--- src/rtl/mcu32x_mem_pkg.sv ---
// Shared types and default bus widths for the MCU32X memory subsystem.
// Used by the port arbiter, the memory model and the fetch unit.
package mcu32x_mem_pkg;

   localparam int AW_DEF = 32;
   localparam int DW_DEF = 32;

   typedef enum logic [1:0] {
      IDLE   = 2'd0,
      GRANT  = 2'd1,
      ACCESS = 2'd2
   } state_e;

   typedef enum logic {
      OWN_I = 1'b0,
      OWN_D = 1'b1
   } owner_e;

endpackage

--- src/rtl/mem_port_arbiter.sv ---
// Shares the single MCU32X memory port between instruction fetch and load/store.
// Runs one transaction at a time, with a starvation guard for fetch and a mem_ready watchdog.
module mem_port_arbiter
   import mcu32x_mem_pkg::*;
#(
   parameter int AW         = AW_DEF,
   parameter int DW         = DW_DEF,
   parameter int STARVE_MAX = 4,
   parameter int TIMEOUT    = 64
) (
   input  logic          clk,
   input  logic          reset,
   input  logic          if_req,
   input  logic [AW-1:0] if_addr,
   output logic          if_gnt,
   output logic          if_valid,
   output logic [DW-1:0] if_rdata,
   input  logic          d_req,
   input  logic          d_we,
   input  logic [AW-1:0] d_addr,
   input  logic [DW-1:0] d_wdata,
   output logic          d_gnt,
   output logic          d_valid,
   output logic [DW-1:0] d_rdata,
   output logic          err,
   output logic [AW-1:0] mem_address,
   output logic [DW-1:0] mem_write_data,
   output logic          mem_read,
   output logic          mem_write,
   input  logic [DW-1:0] mem_read_data,
   input  logic          mem_ready
);

   localparam int SW = (STARVE_MAX < 1) ? 1 : $clog2(STARVE_MAX + 1);
   localparam int WW = (TIMEOUT < 2) ? 1 : $clog2(TIMEOUT);
   localparam logic [SW-1:0] STARVE_LIM = SW'(STARVE_MAX);
   localparam logic [WW-1:0] WD_LAST    = WW'(TIMEOUT - 1);

   state_e          state_q, state_d;
   owner_e          owner_q, owner_d;
   logic            we_q, we_d;
   logic [SW-1:0]   starve_cnt_q, starve_cnt_d;
   logic [WW-1:0]   wd_cnt_q, wd_cnt_d;
   logic            if_gnt_q, if_gnt_d;
   logic            if_valid_q, if_valid_d;
   logic [DW-1:0]   if_rdata_q, if_rdata_d;
   logic            d_gnt_q, d_gnt_d;
   logic            d_valid_q, d_valid_d;
   logic [DW-1:0]   d_rdata_q, d_rdata_d;
   logic            err_q, err_d;
   logic [AW-1:0]   mem_address_q, mem_address_d;
   logic [DW-1:0]   mem_write_data_q, mem_write_data_d;
   logic            mem_read_q, mem_read_d;
   logic            mem_write_q, mem_write_d;
   logic            force_i;

   // Fetch has waited through STARVE_MAX data wins and is still asking.
   assign force_i = if_req && (starve_cnt_q == STARVE_LIM);

   always_comb begin
      // NOTE: every _d starts from its _q (pulses from 0) so no branch leaves one unassigned and no latch is inferred.
      state_d          = state_q;
      owner_d          = owner_q;
      we_d             = we_q;
      starve_cnt_d     = starve_cnt_q;
      wd_cnt_d         = wd_cnt_q;
      if_gnt_d         = 1'b0;
      if_valid_d       = 1'b0;
      if_rdata_d       = if_rdata_q;
      d_gnt_d          = 1'b0;
      d_valid_d        = 1'b0;
      d_rdata_d        = d_rdata_q;
      err_d            = 1'b0;
      mem_address_d    = mem_address_q;
      mem_write_data_d = mem_write_data_q;
      mem_read_d       = mem_read_q;
      mem_write_d      = mem_write_q;

      case (state_q)
         IDLE: begin
            if (if_req || d_req) begin
               state_d  = GRANT;
               wd_cnt_d = '0;
               if (d_req && !force_i) begin
                  owner_d          = OWN_D;
                  we_d             = d_we;
                  mem_address_d    = d_addr;
                  mem_write_data_d = d_wdata;
                  d_gnt_d          = 1'b1;
                  if (!if_req) begin
                     starve_cnt_d = '0;
                  end else if (starve_cnt_q != STARVE_LIM) begin
                     starve_cnt_d = starve_cnt_q + 1'b1;
                  end
               end else begin
                  owner_d          = OWN_I;
                  we_d             = 1'b0;
                  mem_address_d    = if_addr;
                  mem_write_data_d = '0;
                  if_gnt_d         = 1'b1;
                  starve_cnt_d     = '0;
               end
            end
         end

         GRANT: begin
            mem_read_d  = !we_q;
            mem_write_d = we_q;
            state_d     = ACCESS;
         end

         ACCESS: begin
            if (mem_ready) begin
               mem_read_d  = 1'b0;
               mem_write_d = 1'b0;
               state_d     = IDLE;
               if (owner_q == OWN_I) begin
                  if_valid_d = 1'b1;
                  if_rdata_d = mem_read_data;
               end else begin
                  d_valid_d = 1'b1;
                  if (!we_q) begin
                     d_rdata_d = mem_read_data;
                  end
               end
            end else if ((TIMEOUT != 0) && (wd_cnt_q == WD_LAST)) begin
               // Watchdog abort: complete the owner with zero data and flag it.
               mem_read_d  = 1'b0;
               mem_write_d = 1'b0;
               err_d       = 1'b1;
               state_d     = IDLE;
               if (owner_q == OWN_I) begin
                  if_valid_d = 1'b1;
                  if_rdata_d = '0;
               end else begin
                  d_valid_d = 1'b1;
                  d_rdata_d = '0;
               end
            end else begin
               wd_cnt_d = wd_cnt_q + 1'b1;
            end
         end

         default: begin
            state_d     = IDLE;
            mem_read_d  = 1'b0;
            mem_write_d = 1'b0;
         end
      endcase
   end

   always_ff @(posedge clk or posedge reset) begin
      if (reset) begin
         state_q          <= IDLE;
         owner_q          <= OWN_I;
         we_q             <= 1'b0;
         starve_cnt_q     <= '0;
         wd_cnt_q         <= '0;
         if_gnt_q         <= 1'b0;
         if_valid_q       <= 1'b0;
         if_rdata_q       <= '0;
         d_gnt_q          <= 1'b0;
         d_valid_q        <= 1'b0;
         d_rdata_q        <= '0;
         err_q            <= 1'b0;
         mem_address_q    <= '0;
         mem_write_data_q <= '0;
         mem_read_q       <= 1'b0;
         mem_write_q      <= 1'b0;
      end else begin
         // NOTE: non-blocking assignments so every flop samples the pre-edge values of the others.
         state_q          <= state_d;
         owner_q          <= owner_d;
         we_q             <= we_d;
         starve_cnt_q     <= starve_cnt_d;
         wd_cnt_q         <= wd_cnt_d;
         if_gnt_q         <= if_gnt_d;
         if_valid_q       <= if_valid_d;
         if_rdata_q       <= if_rdata_d;
         d_gnt_q          <= d_gnt_d;
         d_valid_q        <= d_valid_d;
         d_rdata_q        <= d_rdata_d;
         err_q            <= err_d;
         mem_address_q    <= mem_address_d;
         mem_write_data_q <= mem_write_data_d;
         mem_read_q       <= mem_read_d;
         mem_write_q      <= mem_write_d;
      end
   end

   assign if_gnt         = if_gnt_q;
   assign if_valid       = if_valid_q;
   assign if_rdata       = if_rdata_q;
   assign d_gnt          = d_gnt_q;
   assign d_valid        = d_valid_q;
   assign d_rdata        = d_rdata_q;
   assign err            = err_q;
   assign mem_address    = mem_address_q;
   assign mem_write_data = mem_write_data_q;
   assign mem_read       = mem_read_q;
   assign mem_write      = mem_write_q;

endmodule
--- config.mk ---
export PLATFORM = sky130hd
export DESIGN_NAME = mem_port_arbiter
export DESIGN_NICKNAME = d
export VERILOG_FILES = /design/src/rtl/mcu32x_mem_pkg.sv /design/src/rtl/mem_port_arbiter.sv
export SDC_FILE = /design/constraint.sdc
export NUM_CORES = 1
export LEC_CHECK = 0
export CAP_MARGIN = 10
export CORE_ASPECT_RATIO = 1.4
export CORE_MARGIN = 4
export CORE_UTILIZATION = 40
export CTS_CLUSTER_SIZE = 30
export DETAILED_ROUTE_END_ITERATION = 10
export GPL_TIMING_DRIVEN = 0
export MAX_ROUTING_LAYER = met4
export PLACE_DENSITY = 0.86
export SETUP_SLACK_MARGIN = 0.1
export SLEW_MARGIN = 10
export SYNTH_ARGS = -nofsm -noshare
export SYNTH_HDL_FRONTEND = slang
export SYNTH_SLANG_ARGS = --single-unit
--- constraint.sdc ---
create_clock -name clk -period 6.38 [get_ports clk]
set_input_delay 1.595 -clock clk [delete_from_list [all_inputs] [get_ports clk]]
set_output_delay 1.595 -clock clk [all_outputs]
set_load 0.03 [all_outputs]
==> impl_metrics.py, run 1 <==
metrics = {
    "outcome": {
        "status": "completed",
    },
    "yosys": {
        "synth_area_leaders": "dfrtp_1 60%, a22o_1 18%, mux2i_1 5.2%",
        "synthCells": 494,
        "synth_top_area_frac": 0.6035,
        "synth_simple_gate_area_frac": 0.04954,
        "synth_xor_area_frac": 0.001427,
        "synth.distinct_cells": 39,
        "syn-num-nets": 631,
        "ys_ff_latch": 148,
        "yosys-mux-area-fraction": 0.05403,
        "syn_avg_cell_area_um2": 12.42,
        "netlist.top_cell.by_area": "dfrtp_1",
        "ys_seq_area_frac": 0.6035,
        "netlist_area_um2": 6137,
        "synth-compound-area-share": 0.2371,
        "synth_fa_ha_area_frac": 0.006116,
        "synth_top_family_by_area": "compound AO/OA/AOI/OAI gates",
        "yosys_warnings": 0,
    },
    "placement": {
        "portBuffers": 268,
        "gp_congestion": 0.8148,
        "dp_cells": 955,
        "hpwlAfterDp_um": 13740,
        "pre_cts_ws_ns": 2.849,
        "placed_area_um2": 9095,
    },
    "sta": {
        "tns_ns": 0,
        "final-setup-viol-count": 0,
        "timing.fmax_mhz": 321.5,
        "worst_slack_ns": 3.270,
        "worst_pin_slew_ns": 0.5692,
        "slew_headroom": 0.6205,
        "period_needed_ns": 3.110,
        "period_share": 0.4875,
        "hold-worst-slack_ns": 0.4762,
        "rsz0062_at_grt": "false",
        "fin_skew_ns": 0.009495,
        "drv_slew": 0,
        "finalHoldViolCount": 0,
    },
    "clock_network": {
        "clockRootBuffer": "clkbuf_16",
        "cts_setup_buffers": 0,
        "cts_sinks": 148,
        "cts_buffers": 17,
        "htreeDepth": 4,
        "post_cts_resized": 0,
        "cts.clk_slew.worst_paths_ns": 0.06,
        "clockBufferDepth": 2,
        "hold_buffers": 0,
        "clk_latency_ns": 0.41,
        "cts_tree": "yes",
    },
    "floorplanning": {
        "boundaryPins": 269,
        "die_w_um": 112.7,
        "die_h_um": 154.6,
        "start_util": 0.4077,
        "die_area_um2": 17420,
        "row_count": 53,
        "core_um2": 15050,
    },
    "critical_path": {
        "required_ns": 4.79,
        "cp_max_fo": 3,
        "crit_family": "buffers and inverters",
        "cp-end-kind": "output pin",
        "crit_chain": "clkdlybuf4s50_1",
        "critPathLaunch": "d_rdata[1]",
        "worstSetupPathType": "reg -> out",
        "slowest_stage": "clkdlybuf4s50_1",
        "reg2reg_from": "wd_cnt_q[0]",
        "setup.worst_path.start_class": "flip-flop",
        "worst_path_largest_cell_delay_ns": 0.72,
        "worstPathArrival_ns": 1.52,
        "critPathBufInv": 1,
    },
    "drt": {
        "route.detailed.drc": 0,
        "drtIter0Drc": 315,
        "top_layer": "met4",
        "wl_per_cell_um": 18.33,
        "wl_met1_um": 7025,
        "vias": 5226,
        "postRouteAntennaNets": 0,
        "met2_length_um": 9409,
        "met3_length_um": 1317,
        "vias_per_cell": 5.306,
        "wl_um": 18060,
        "drt-pass1-iter-count": 4,
    },
    "power": {
        "ir_drop_uv": 363.9,
        "intPower_mw": 3.236,
        "p_sw_mw": 2.191,
        "power_switching_share": 0.4038,
        "leakagePower_nw": 4.281,
        "power_mw": 5.428,
        "power.density_nw_per_um2": 559.2,
        "pwr-share-comb": 0.504,
        "clkPwrFrac": 0.193,
        "power_frac_seq": 0.304,
    },
    "global_route": {
        "grt_pass1_vias": 5508,
        "grt_pass1_wl_um": 28460,
        "overflow": 0,
        "gr-usage-all-layers": 0.2106,
        "antenna_found_initial": 0,
        "grt_max_degree": 80,
    },
    "cells_and_area": {
        "final_util": 0.6448,
        "fin_area_um2": 9706,
        "fin_nets": 919,
        "fillCellCount": 1159,
        "fin_cells": 985,
        "drive_above_1_share": 0.08071,
        "diodes": 0,
        "syn_to_final_growth_pct": 58.14,
    },
    "worst_hold_path": {
        "hp-class": "reg -> reg",
        "min_from": "mem_address[25]",
    },
    "job": {
        "maxCapViolCount": 0,
    },
}
## worst register-to-register path, cell delays in order, from the launching register on
cell     delay, ns
dfrtp_1       0.45
ha_1          0.31
and2_2        0.22
o21ai_1       0.40
buf_2         0.33
a22o_1        0.17
## sequential cells by signal (all words and copies together) (netlist names)
register,flops
d_rdata,32
if_rdata,32
mem_address,32
mem_write_data,32
wd_cnt_q,6
starve_cnt_q,3
state_q,2
d_gnt,1
d_valid,1
err,1
if_gnt,1
if_valid,1
mem_read,1
mem_write,1
owner_q,1
we_q,1
## layout make-up
class / count / area [um^2] / share of cell area
sequential: 148 / 3704 / 0.3816
clock buffer: 17 / 425.4 / 0.04383
clock inverter: 13 / 185.2 / 0.01908
inverter: 11 / 48.80 / 0.005028
multi-input combinational: 293 / 2137 / 0.2202
timing repair buffer: 269 / 2710 / 0.2792
tap: 192 / 240.2 / 0.02475
buffer: 42 / 255.2 / 0.02630
## Yosys cell counts
library cell  instances
a211o_1               1
a211oi_1              1
a21o_1                1
a21oi_1               4
a21oi_2               1
a22o_1              125
a22o_2                3
a31oi_1               3
a32oi_1               1
a41oi_1               2
and2_1                1
and2_2                1
and3_1                1
and3_2                2
and4_4                1
and4b_1               1
buf_1                 2
buf_2                11
buf_4                 6
buf_6                 1
buf_8                 3
clkbuf_1             17
clkbuf_8              2
dfrtp_1             148
ha_1                  3
inv_1                11
mux2_2                1
mux2i_1              32
nand2_1              41
nand2b_1              1
nand3_1               6
nand3b_1              1
nor2_1                9
nor3_1                2
o21ai_0              43
o21ai_1               2
o31ai_1               1
or2_1                 1
xnor2_1               1
## power by group through the flow
stage               Clock [mW]  Sequential, mW  Combinational [mW]
floorplan                    0            2.41               0.809
global placement             0            1.64                2.71
detailed placement           0            1.65                2.76
CTS                       1.06            1.64                2.77
global route              1.10            1.70                2.90
finish                    1.05            1.65                2.73
## routing by layer
metal	vias to the layer above	track usage
met5	-	-
met4	0	0.06128
met3	21	0.05127
met2	238	0.3653
met1	2550	0.2414
li1	2417	-
## final timing paths
kind / slack [ns] / endpoint / depth (start not counted)
setup / recovery: 3.27 / d_rdata[1] / 1
hold / removal: 0.48 / mem_address[25] / 2
setup reg to reg: 4.44 / if_rdata[18] / 5
hold reg to reg: 0.48 / mem_address[25] / 2
max in group asynchronous: 3.99 / d_rdata[25] / 3
min in group asynchronous: 1.65 / mem_write_data[24] / 2
## cells by family after synthesis
group | Yosys count
muxes | 33
DFF | 148
buffers and inverters | 53
xor gates and xnor gates | 1
and+or+nand+nor | 68
AOI/OAI and AO/OA | 188
adders and majority gates | 3
## layout by cell type (no fill, tap or decap), types with 2 or more instances in the layout
cell type / synthesis / routed
a21oi_1: 4 / 4
a22o_1: 125 / 125
a22o_2: 3 / 3
a31oi_1: 3 / 3
a41oi_1: 2 / 2
and3_2: 2 / 2
buf_1: 2 / 2
buf_2: 11 / 11
buf_4: 6 / 6
buf_8: 3 / 3
bufinv_16: 0 / 4
clkbuf_1: 17 / 17
clkbuf_16: 0 / 17
clkbuf_8: 2 / 2
clkdlybuf4s50_1: 0 / 268
clkinv_2: 0 / 3
clkinv_4: 0 / 3
clkinvlp_4: 0 / 2
dfrtp_1: 148 / 148
ha_1: 3 / 3
inv_1: 11 / 10
mux2i_1: 32 / 32
nand2_1: 41 / 41
nand3_1: 6 / 6
nor2_1: 9 / 9
nor3_1: 2 / 2
o21ai_0: 43 / 43
o21ai_1: 2 / 2
No activity file was read; power rests on OpenSTA's default activity.
==> run 2, diff against run 1 <==
- CORE_UTILIZATION: 40 -> 38
- PLACE_DENSITY: 0.86 -> 0.85
- clock period: 6.38 -> 2.5 ns (I/O delays scaled with it)
==> run 2 against run 1 <==
Via count up 1.0%; worst hold slack hardly changed; sequential share of layout area down 0.29 points; register-to-register slack worse by 3.9 ns; clock power rose to 2.6 times the previous value; final area up 0.76%; first-iteration DRC count increased by 1.3%; critical path depth stayed put; die area up 4.9%; sequential cell count is the same; combinational power rose to 2.6 times the previous value; count of clock-buffer cells in the layout is 2 higher; critical endpoint is now d_rdata[0]; largest power group unchanged.
==> impl_metrics.py, run 2 (synthesized netlist as in run 1, its figures left out) <==
metrics = {
    "placement": {
        "gp_congestion": 0.7976,
        "portBuffers": 268,
        "hpwlAfterDp_um": 13880,
        "dp_cells": 962,
    },
    "critical_path": {
        "worstPathArrival_ns": 1.50,
        "cp_max_fo": 3,
        "rrSetupSlack_ns": 0.56,
        "worstSetupPathType": "reg -> out",
        "crit_chain": "clkdlybuf4s50_1",
        "reg2reg_from": "wd_cnt_q[0]",
        "reg2reg_to": "if_rdata[21]",
        "crit_family": "buffers and inverters",
        "cp-end-kind": "output pin",
        "slowest_stage": "clkdlybuf4s50_1",
        "setup.worst_path.start_class": "flip-flop",
        "rr_worst_depth": 5,
        "critPathBufInv": 1,
        "worst_path_largest_cell_delay_ns": 0.71,
        "required_ns": 1.88,
    },
    "cells_and_area": {
        "drive_above_1_share": 0.08396,
        "fin_nets": 922,
        "regArea_um2": 3704,
        "final_common_cell": "clkdlybuf4s50_1",
        "final_cell_mix": "268 x clkdlybuf4s50_1, 148 x dfrtp_1, 125 x a22o_1",
        "syn_to_final_growth_pct": 59.35,
        "fin_cells": 994,
        "fillCellCount": 1249,
        "multi_input_area_um2": 2137,
        "diodes": 0,
    },
    "sta": {
        "timing.fmax_mhz": 470.6,
        "fin_skew_ns": 0.01217,
        "slew_headroom": 0.6305,
        "finalHoldViolCount": 0,
        "final-setup-viol-count": 0,
        "period_needed_ns": 2.125,
        "worst_pin_slew_ns": 0.5542,
        "period_share": 0.8500,
        "drv_slew": 0,
        "tns_ns": 0,
        "rsz0062_at_grt": "false",
    },
    "global_route": {
        "grt_pass1_vias": 5561,
        "grt_use_met3": 0.04259,
        "busiest_layer": "met2",
        "grt.met1_usage": 0.2390,
        "use_met2": 0.3452,
        "grt_pass1_wl_um": 28260,
        "antenna_found_initial": 0,
        "grt_max_degree": 40,
        "overflow": 0,
        "gr-usage-all-layers": 0.2038,
    },
    "clock_network": {
        "clockBufferDepth": 2,
        "cts_buffers": 17,
        "hold_buffers": 0,
        "cts_tree": "yes",
        "clockRootBuffer": "clkbuf_16",
        "post_cts_resized": 0,
        "htreeDepth": 4,
        "cts.clk_slew.worst_paths_ns": 0.06,
        "clk_latency_ns": 0.41,
        "cts_setup_buffers": 0,
        "cts_sinks": 148,
    },
    "drt": {
        "vias_per_cell": 5.312,
        "drt-pass1-iter-count": 6,
        "drtIter0Drc": 319,
        "postRouteAntennaNets": 0,
        "wl_um": 18240,
        "vias": 5280,
        "wl_per_cell_um": 18.35,
        "route.detailed.drc": 0,
    },
    "floorplanning": {
        "row_count": 54,
        "boundaryPins": 269,
        "die_area_um2": 18280,
        "die_w_um": 115.4,
        "start_util": 0.3898,
        "die_h_um": 158.4,
        "core_um2": 15740,
    },
    "outcome": {
        "status": "completed",
    },
    "job": {
        "maxCapViolCount": 0,
    },
    "power": {
        "leakagePower_nw": 4.308,
        "power.density_nw_per_um2": 1428,
        "ir_drop_uv": 821.5,
    },
    "worst_hold_path": {
        "hold-path-cell-count": 2,
        "hp-class": "reg -> reg",
        "min_from": "mem_address[20]",
        "worstHoldEndpoint": "mem_address[20]",
    },
}
==> run 2: cell count changes in the layout (fill, tap and decap cells not counted), moves of 2 or more <==
cell      previous run  this run
clkbuf_1            17        19
clkinv_4             3         5
inv_6                1         3
buf_12               0         4
clkinv_2             3         0
==> run 2: per-layer routing <==
layer,share of wire,wire [um]
met5,0,0
met4,0.022,398
met3,0.068,1233
met2,0.51,9281
met1,0.40,7330
==> run 2: metrics by stage <==
stage / hold WS (ns) / cell area, um^2 / power [mW] / util / setup slack (ns)
floorplan: 0.4732 / 6141 / 8.216 / - / 0.01401
global route: 0.5010 / 9779 / 14.66 / 0.6212 / 0.2406
CTS: 0.4831 / 9779 / 14.07 / 0.6212 / 0.3527
global placement: 0.4610 / 9069 / 11.10 / 0.5761 / -1.257
detailed placement: 0.4700 / 9149 / 11.26 / 0.5811 / -0.02552
finish: 0.4759 / 9779 / 13.96 / 0.6212 / 0.3749
==> run 2: area by class of cell <==
class / instances / area share
repair buffers: 272 / 0.2825
multi-input cells: 293 / 0.2185
plain buffers: 42 / 0.02610
flip-flops and latches: 148 / 0.3787
clock inverters: 13 / 0.02021
well taps: 196 / 0.02508
clock buffers: 19 / 0.04427
inverters: 11 / 0.004606
==> run 2: how the worst max path moves through the flow <==
stage	endpoint	cells after the start	start
final	d_rdata[0]	1	d_rdata[0]
after global routing	mem_address[29]	5	if_req
after CTS	d_rdata[22]	1	d_rdata[22]
after detailed placement	mem_address[29]	5	d_req
after global placement	mem_write_data[18]	2	reset
after floorplan	d_gnt	1	reset
==> run 2: where the power goes <==
group | switching, mW | leakage, nW | total, mW | internal, mW
Sequential | 0.728 | 1.81 | 4.22 | 3.49
Combinational | 3.88 | 2.19 | 6.99 | 3.11
Clock | 1.05 | 0.303 | 2.75 | 1.69
==> run 3, diff against run 2 <==
--- a/config.mk
+++ b/config.mk
@@ -8,3 +8,2 @@
 export CAP_MARGIN = 10
-export CORE_ASPECT_RATIO = 1.4
 export CORE_MARGIN = 4
--- a/constraint.sdc
+++ b/constraint.sdc
@@ -3,2 +3,2 @@
 set_output_delay 0.625 -clock clk [all_outputs]
-set_load 0.03 [all_outputs]
+set_load 0.05 [all_outputs]
==> run 3 against run 2 <==
Count of clock-buffer cells in the layout rose by 4; wire length grew 0.50%; sequential share of layout area rose by 0.078 points; clock power decreased by 7%; critical path depth unchanged; maximum frequency is 6.8% lower; first-iteration DRC count down 0.31%; global-route usage about the same; core utilization shrank 0.46 points; final area decreased by 0.20%; critical path type unchanged; highest routed layer unchanged.
==> impl_metrics.py, run 3 (synthesized netlist as in run 1, its figures left out) <==
metrics = {
    "clock_network": {
        "clockRootBuffer": "clkbuf_16",
        "cts_setup_buffers": 0,
        "cts_sinks": 148,
        "clk_latency_ns": 0.42,
        "post_cts_resized": 0,
        "clockBufferDepth": 2,
        "cts.clk_slew.worst_paths_ns": 0.06,
        "hold_buffers": 0,
        "htreeDepth": 4,
        "cts_buffers": 17,
        "cts_tree": "yes",
    },
    "sta": {
        "tns_ns": 0,
        "worst_pin_slew_ns": 0.5760,
        "slew_headroom": 0.6148,
        "period_share": 0.9119,
        "timing.fmax_mhz": 438.7,
        "rsz0062_at_grt": "false",
        "finalHoldViolCount": 0,
        "period_needed_ns": 2.280,
        "drv_slew": 0,
        "final-setup-viol-count": 0,
        "fin_skew_ns": 0.009107,
    },
    "cells_and_area": {
        "diodes": 0,
        "drive_above_1_share": 0.07905,
        "final_common_cell": "clkdlybuf4s50_1",
        "regArea_um2": 3704,
        "multi_input_area_um2": 2137,
        "fillCellCount": 1229,
        "fin_nets": 922,
        "syn_to_final_growth_pct": 59.02,
        "final_cell_mix": "268 x clkdlybuf4s50_1, 148 x dfrtp_1, 125 x a22o_1",
        "fin_cells": 1013,
    },
    "floorplanning": {
        "die_h_um": 135.1,
        "boundaryPins": 269,
        "start_util": 0.3877,
        "die_area_um2": 18250,
        "core_um2": 15830,
        "row_count": 46,
        "die_w_um": 135.1,
    },
    "critical_path": {
        "reg2reg_to": "if_rdata[24]",
        "rrSetupSlack_ns": 0.51,
        "worstPathArrival_ns": 1.65,
        "setup.worst_path.start_class": "flip-flop",
        "required_ns": 1.88,
        "crit_family": "buffers and inverters",
        "slowest_stage": "clkdlybuf4s50_1",
        "crit_chain": "clkdlybuf4s50_1",
        "cp-end-kind": "output pin",
        "cp_max_fo": 3,
        "worstSetupPathType": "reg -> out",
        "reg2reg_from": "wd_cnt_q[0]",
        "rr_worst_depth": 5,
        "critPathBufInv": 1,
        "worst_path_largest_cell_delay_ns": 0.87,
    },
    "placement": {
        "gp_congestion": 0.8249,
        "dp_cells": 982,
        "hpwlAfterDp_um": 14020,
        "portBuffers": 268,
    },
    "drt": {
        "wl_per_cell_um": 18.10,
        "vias_per_cell": 5.179,
        "route.detailed.drc": 0,
        "drtIter0Drc": 318,
        "vias": 5246,
        "drt-pass1-iter-count": 5,
        "wl_um": 18340,
        "postRouteAntennaNets": 0,
    },
    "worst_hold_path": {
        "worstHoldEndpoint": "mem_address[1]",
        "hp-class": "reg -> reg",
        "min_from": "mem_address[1]",
        "hold-path-cell-count": 2,
    },
    "global_route": {
        "grt_pass1_wl_um": 28130,
        "overflow": 0,
        "grt_pass1_vias": 5163,
        "gr-usage-all-layers": 0.2036,
        "antenna_found_initial": 0,
        "grt_max_degree": 40,
    },
    "power": {
        "ir_drop_uv": 845.9,
        "power.density_nw_per_um2": 1573,
        "leakagePower_nw": 4.283,
    },
    "job": {
        "maxCapViolCount": 0,
    },
    "outcome": {
        "status": "completed",
    },
}
-- run 3: cell types whose count changed in the layout (fill, tap and decap cells not counted) --
cell | before | now
bufinv_16 | 4 | 3
clkbuf_1 | 19 | 22
clkbuf_8 | 2 | 3
clkinv_2 | 0 | 1
clkinv_4 | 5 | 2
clkinvlp_4 | 2 | 3
inv_6 | 3 | 0
-- run 3: layer usage --
layer	vias to the layer above	global-route usage	wire length (um)
li1	2433	-	-
met1	2516	0.2475	7431
met2	276	0.3236	8729
met3	21	0.06818	1885
met4	0	0.06327	289
met5	-	-	0
-- run 3: worst max-delay path by stage --
stage | startpoint | to | slack [ns] | depth (start not counted)
global placement | reset | mem_write_data[9] | -1.27 | 2
floorplan | reset | d_gnt | 0.01 | 1
global route | if_req | mem_address[2] | 0.15 | 5
CTS | d_rdata[16] | d_rdata[16] | 0.19 | 1
detailed placement | d_req | mem_address[2] | -0.14 | 5
finish | d_rdata[28] | d_rdata[28] | 0.22 | 1
-- run 3: stage by stage --
stage	hold slack (ns)	area, um^2	setup slack (ns)	utilization	power (mW)
global route	0.4949	9759	0.1496	0.6166	16.04
global placement	0.4595	9094	-1.271	0.5745	12.67
CTS	0.4824	9759	0.1864	0.6166	15.44
detailed placement	0.4693	9174	-0.1427	0.5796	12.84
finish	0.4756	9759	0.2204	0.6166	15.35
floorplan	0.4732	6141	0.01401	-	9.756
-- run 3: power by group --
group	leakage, nW	internal (mW)	switching (mW)
logic	2.19	3.10	5.48
registers	1.81	3.49	0.709
clock network	0.277	1.59	0.977
total	4.28	8.19	7.16
-- run 3: area by class of cell --
cell class / instances / area share
Timing Repair Buffer: 272 / 0.2831
Inverter: 11 / 0.004615
Sequential cell: 148 / 0.3795
Clock inverter: 8 / 0.01308
Buffer: 42 / 0.02615
Clock buffer: 23 / 0.04692
Multi-Input combinational cell: 293 / 0.2190
Tap cell: 216 / 0.02769
